File: src/rtl/bus_rr_arbiter.sv
`default_nettype none
// ============================================================================
// Module   : bus_rr_arbiter
// Purpose  : Round-robin arbiter and transfer sequencer for the shared data
//            bus. Picks one pending driver FIFO, pops its head word, and
//            pushes it to the destination FIFO(s) in a single bus slot.
//            Unicast, broadcast (all but source) and dropped transfers are
//            supported. A counter tracks completed transfers.
// Ports    : clk_i      - bus clock
//            rst_ni     - synchronous active-low reset
//            pndng_i    - per-driver "FIFO not empty"
//            d_pop_i    - head word of every driver FIFO, packed
//            pop_o      - one-hot pop pulse to the granted FIFO
//            push_o     - push strobes to destination FIFOs
//            d_push_o   - shared bus data
//            gnt_o      - one-hot current bus owner (0 when idle)
//            busy_o     - high while a transfer is in progress
//            err_o      - pulse when a transfer is dropped
//            xfer_cnt_o - completed transfer count (wrapping)
// Revision : 1.0 - initial release
// ============================================================================
module bus_rr_arbiter #(
  parameter int         DRIVERS   = 4,
  parameter int         WIDTH     = 32,
  parameter logic [7:0] BROADCAST = 8'hFF
) (
  input  logic                       clk_i,
  input  logic                       rst_ni,
  input  logic [DRIVERS-1:0]         pndng_i,
  input  logic [DRIVERS*WIDTH-1:0]   d_pop_i,
  output logic [DRIVERS-1:0]         pop_o,
  output logic [DRIVERS-1:0]         push_o,
  output logic [WIDTH-1:0]           d_push_o,
  output logic [DRIVERS-1:0]         gnt_o,
  output logic                       busy_o,
  output logic                       err_o,
  output logic [15:0]                xfer_cnt_o
);

  localparam int IDX_W = (DRIVERS > 1) ? $clog2(DRIVERS) : 1;

  typedef enum logic [1:0] {
    IDLE    = 2'd0,
    GRANT   = 2'd1,
    DELIVER = 2'd2
  } state_t;

  state_t               state;
  logic [IDX_W-1:0]     last_q;
  logic [IDX_W-1:0]     src_q;
  logic [WIDTH-1:0]     data_q;
  logic [DRIVERS-1:0]   pop_q;
  logic [DRIVERS-1:0]   push_q;
  logic [DRIVERS-1:0]   gnt_q;
  logic                 busy_q;
  logic                 err_q;
  logic [15:0]          xfer_cnt;

  // Unpack the head words so the source can be selected by index.
  logic [WIDTH-1:0] head [DRIVERS];

  for (genvar g = 0; g < DRIVERS; g++) begin : g_unpack
    assign head[g] = d_pop_i[g*WIDTH +: WIDTH];
  end

  function automatic logic [DRIVERS-1:0] onehot(input logic [IDX_W-1:0] idx);
    logic [DRIVERS-1:0] v;
    v      = '0;
    v[idx] = 1'b1;
    return v;
  endfunction

  // Round-robin search starting just after the last served driver.
  logic [IDX_W-1:0] win;
  logic             found;
  logic             any_pndng;

  always_comb begin
    logic [IDX_W:0] cand;
    win   = last_q;
    found = 1'b0;
    cand  = '0;
    for (int i = 1; i <= DRIVERS; i++) begin
      cand = {1'b0, last_q} + (IDX_W + 1)'(i);
      if (int'(cand) >= DRIVERS) begin
        cand = cand - (IDX_W + 1)'(DRIVERS);
      end
      if (!found && pndng_i[cand[IDX_W-1:0]]) begin
        win   = cand[IDX_W-1:0];
        found = 1'b1;
      end
    end
    any_pndng = |pndng_i;
  end

  // Destination decode of the word being popped this GRANT cycle; the
  // result is registered so push/err appear during DELIVER.
  logic [WIDTH-1:0]   cur_word;
  logic [7:0]         dst;
  logic [DRIVERS-1:0] dec_push;
  logic               dec_err;

  always_comb begin
    cur_word = head[src_q];
    dst      = cur_word[WIDTH-1 -: 8];
    dec_push = '0;
    dec_err  = 1'b0;
    if (dst == BROADCAST) begin
      dec_push = ~onehot(src_q);
    end else if ((int'(dst) < DRIVERS) &&
                 (dst != {{(8 - IDX_W){1'b0}}, src_q})) begin
      dec_push = onehot(dst[IDX_W-1:0]);
    end else begin
      dec_err = 1'b1;
    end
  end

  always_ff @(posedge clk_i) begin
    if (!rst_ni) begin
      state    <= IDLE;
      last_q   <= IDX_W'(DRIVERS - 1);
      src_q    <= '0;
      data_q   <= '0;
      pop_q    <= '0;
      push_q   <= '0;
      gnt_q    <= '0;
      busy_q   <= 1'b0;
      err_q    <= 1'b0;
      xfer_cnt <= '0;
    end else begin
      case (state)
        IDLE: begin
          push_q <= '0;
          err_q  <= 1'b0;
          if (any_pndng) begin
            src_q  <= win;
            pop_q  <= onehot(win);
            gnt_q  <= onehot(win);
            busy_q <= 1'b1;
            state  <= GRANT;
          end else begin
            pop_q  <= '0;
            gnt_q  <= '0;
            busy_q <= 1'b0;
          end
        end

        GRANT: begin
          pop_q  <= '0;
          data_q <= cur_word;
          last_q <= src_q;
          push_q <= dec_push;
          err_q  <= dec_err;
          state  <= DELIVER;
        end

        DELIVER: begin
          push_q <= '0;
          err_q  <= 1'b0;
          if (!err_q) begin
            xfer_cnt <= xfer_cnt + 16'd1;
          end
          // last_q already holds src_q here, so the search continues
          // from the driver just served.
          if (any_pndng) begin
            src_q <= win;
            pop_q <= onehot(win);
            gnt_q <= onehot(win);
            state <= GRANT;
          end else begin
            gnt_q  <= '0;
            busy_q <= 1'b0;
            state  <= IDLE;
          end
        end

        default: begin
          pop_q  <= '0;
          push_q <= '0;
          gnt_q  <= '0;
          busy_q <= 1'b0;
          err_q  <= 1'b0;
          state  <= IDLE;
        end
      endcase
    end
  end

  assign pop_o      = pop_q;
  assign push_o     = push_q;
  assign d_push_o   = data_q;
  assign gnt_o      = gnt_q;
  assign busy_o     = busy_q;
  assign err_o      = err_q;
  assign xfer_cnt_o = xfer_cnt;

endmodule
`default_nettype wire

File: config.mk
export PLATFORM = sky130hd
export DESIGN_NAME = bus_rr_arbiter
export DESIGN_NICKNAME = d
export VERILOG_FILES = /design/src/rtl/bus_rr_arbiter.sv
export SDC_FILE = /design/constraint.sdc
export NUM_CORES = 1
export LEC_CHECK = 0
export CAP_MARGIN = 20
export CORE_ASPECT_RATIO = 0.5
export CORE_MARGIN = 2
export CORE_UTILIZATION = 39
export CTS_CLUSTER_DIAMETER = 40
export CTS_CLUSTER_SIZE = 14
export DETAILED_ROUTE_END_ITERATION = 6
export GPL_TIMING_DRIVEN = 0
export MAX_ROUTING_LAYER = met4
export PLACE_DENSITY = 0.81
export SLEW_MARGIN = 20
export SYNTH_ARGS = -nofsm -noshare
export SYNTH_HDL_FRONTEND = slang
export SYNTH_SLANG_ARGS = --single-unit
export TNS_END_PERCENT = 1
File: constraint.sdc
create_clock -name clk_i -period 2.49 [get_ports clk_i]
set_clock_uncertainty 0.15 [all_clocks]
set_input_delay 0.249 -clock clk_i [delete_from_list [all_inputs] [get_ports clk_i]]
set_output_delay 0.249 -clock clk_i [all_outputs]
set_load 0.1 [all_outputs]
==> flow_summary_export.csv <==
group,metric,value,unit
setup_path,rrSetupSlack,0.17,ns
drt,drt-vias-per-instance,5.27,
setup_path,crit_path_end_kind,"output port",
synthesis,yosysMostFrequentCell,"nand2_1",
setup_path,crit_cells,1,
die,die_h,70.8,µm
setup_path,arrival,2.02,ns
cells_and_area,drive_above_1_share,11.1,%
setup_path,r2r_start,"src_q[1]$_SDFFE_PN0P_",
grt,antenna_found_initial,0,
job,maxCapViolations,0,
clock_tree,ctsLongestPathBuffers,2,
sta,timing.slew.headroom,31.2,%
synthesis,synth_top_area_share,39.1,%
setup_path,critPathKind,"reg2out",
power_and_ir_drop,power.total,3690,µW
die,die_w,138,µm
clock_tree,cts_root_buf,"clkbuf_16",
clock_tree,insertion_delay,0.33,ns
synthesis,synth_top_area_cell,"dfxtp_1",
synthesis,ys.warnings.count,0,
die,io_pins,196,
grt,grt_pass1_vias,3581,
place,port_buffers,195,
synthesis,synth_top_flop_cell,"dfxtp_1",
sta,rsz0062_at_grt,"no",
min_path,holdPathEnd,"d_push_o[12]$_SDFFE_PN0N_",
drt,vias,3642,
die,coreArea,8680,µm²
clock_tree,clock_sinks,68,
sta,hold_viol,0,
clock_tree,post-cts-setup-buffers,0,
sta,setup_viol,0,
synthesis,ys_async_sr_fraction,0,%
grt,track_usage,24.1,%
synthesis,synthCells,363,
place,routabilityCongestion,0.862,
cells_and_area,antenna_cells,0,
die,die-area,9740,µm²
die,row_count,24,
clock_tree,numCtsBuffers,9,
setup_path,slowest_delay,1.20,ns
synthesis,synth_fp_nets,498,
sta,period_minus_slack,2.42,ns
clock_tree,cts_hold_buf,0,
drt,drtIter0Drc,208,
power_and_ir_drop,peakVddDrop,0.440,mV
sta,drv_slew,0,
cells_and_area,area_delta_synth_final,69.4,%
die,start_util,40.1,%
clock_tree,cts_tree,"done",
grt,grt_pass1_wl,17700,µm
min_path,worstHoldStart,"d_push_o[12]$_SDFFE_PN0N_",
setup_path,worstPathCellList,"clkdlybuf4s50_1",
drt,drt-pass1-iter-count,4,
setup_path,cp.required,2.09,ns
sta,worstMarginPinSlew,1.03,ns
synthesis,synth-edff-count,0,
drt,wl,11200,µm
run_status,status,"completed",
synthesis,yosysSeqAreaShare,39.1,%
drt,drc_errors,0,
setup_path,r2r-end,"d_push_o[11]$_SDFFE_PN0N_",
setup_path,path_max_fanout,8,
sta,tns,0,ns
synthesis,synth_area_leaders,"dfxtp_1, mux4_2, nand2_1",
drt,ant_nets,0,
clock_tree,htreeDepth,3,
synthesis,synth_cell_types,45,
cells_and_area,finalNetCount,704,
grt,grt_max_degree,13,
place,dp_hpwl,8820,µm
cells_and_area,finish.utilization,67.9,%
grt,overflow,0,
min_path,hold_class,"reg2reg",
setup_path,cp_slowest_cell,"clkdlybuf4s50_1",
drt,routedWlPerCell,16.1,µm
sta,fmax,0.413,GHz
synthesis,synth-seq-cells,68,
setup_path,start_kind,"flop",
sta,period_share,97.3,%
synthesis,netlist_area,3480,µm²
power_and_ir_drop,p_leak,0.00208,µW
synthesis,syn_avg_cell_area,9.59,µm²
setup_path,cpLargestDelayFamily,"buffers and inverters",
power_and_ir_drop,p_per_area,626,nW/µm²
min_path,whs_path_depth,2,
setup_path,crit_buf_inv,1,
synthesis,yosys-top-cells-count,"nand2_1, dfxtp_1, a21oi_1, mux4_2",
setup_path,rr_worst_depth,6,
clock_tree,cts_resized,0,
clock_tree,clk_pin_slew,0.05,ns
cells by family (layout without fill, tap and decap cells):
group	after synthesis	in the layout	share of synthesized area, %
compound gates	72	72	11.7
flops	68	68	39.1
simple gates	151	151	21.5
mux	33	33	21.3
buf+inv	30	241	4.03
xor+xnor	8	8	2.01
fa+ha+maj	1	1	0.360
worst max-delay path by stage:
stage | to | slack (ns) | start
2_1_floorplan | xfer_cnt_o[13]$_SDFFE_PN0P_ | 0.01 | xfer_cnt_o[6]$_SDFFE_PN0P_
3_3_place_gp | d_push_o[11]$_SDFFE_PN0N_ | 0.19 | src_q[1]$_SDFFE_PN0P_
3_5_place_dp | d_push_o[11]$_SDFFE_PN0N_ | 0.19 | src_q[1]$_SDFFE_PN0P_
4_1_cts | xfer_cnt_o[2] | 0.07 | xfer_cnt_o[2]$_SDFFE_PN0P_
5_1_grt | xfer_cnt_o[2] | 0.02 | xfer_cnt_o[2]$_SDFFE_PN0P_
6_report | xfer_cnt_o[2] | 0.07 | xfer_cnt_o[2]$_SDFFE_PN0P_
cell usage in the layout (no fill, tap or decap), drive strengths merged, types with 2 or more instances in the layout:
master and count:
clkinv 5, nand4 6, o31ai 5, mux4 32, nand3 11, or3 7, o21ai 15, inv 4
clkdlybuf4s50 195, dfxtp 68, and3 3, nor2b 2, xnor2 2, nor3b 2, nor3 3, nor2 11
nand2 85, or4 6, a21oi 45, clkbuf 26, nand2b 5, and4 2, xor2 6, nor4 3
buf 9
state kept, by name (all words and copies together), names as in the netlist:
signal,flops
d_push_o,32
push_o,4
xfer_cnt_o,16
gnt_o,4
src_q,2
err_o,1
busy_o,1
state,2
pop_o,4
last_q,2
where the power goes:
part / switching [µW] / total [µW] / internal [µW]
Combinational: 710 / 1190 / 482
Clock: 472 / 1300 / 830
Sequential: 41.0 / 1200 / 1150
Total: 1220 / 3690 / 2470
area by class of cell:
| type | count | area [µm²] |
|---|---|---|
| Multi-Input combinational cell | 265 | 1980 |
| Clock buffer | 11 | 253 |
| Sequential cell | 68 | 1370 |
| Buffer | 24 | 118 |
| Inverter | 6 | 22.5 |
| Tap cell | 117 | 146 |
| Fill cell | 674 | 2780 |
| Clock inverter | 5 | 60.1 |
| Timing Repair Buffer | 195 | 1950 |
metrics by stage:
stage | cells | setup WS (ns) | hold WS, ns | instance area, µm²
2_1_floorplan | 363 | 0.0101 | 0.171 | 3480
3_3_place_gp | 675 | 0.193 | 0.291 | 5580
4_1_cts | 691 | 0.0668 | 0.302 | 5890
6_report | 691 | 0.0660 | 0.301 | 5890
5_1_grt | 691 | 0.0197 | 0.325 | 5890
3_5_place_dp | 675 | 0.190 | 0.296 | 5580
per-layer routing:
| metal | share of wire (%) | global-route usage (%) |
|---|---|---|
| met5 | 0 | - |
| met4 | 1.7 | 8.02 |
| met3 | 4.4 | 3.44 |
| met2 | 52 | 41.0 |
| met1 | 42 | 29.6 |
Power figures use the tool's default switching activity.
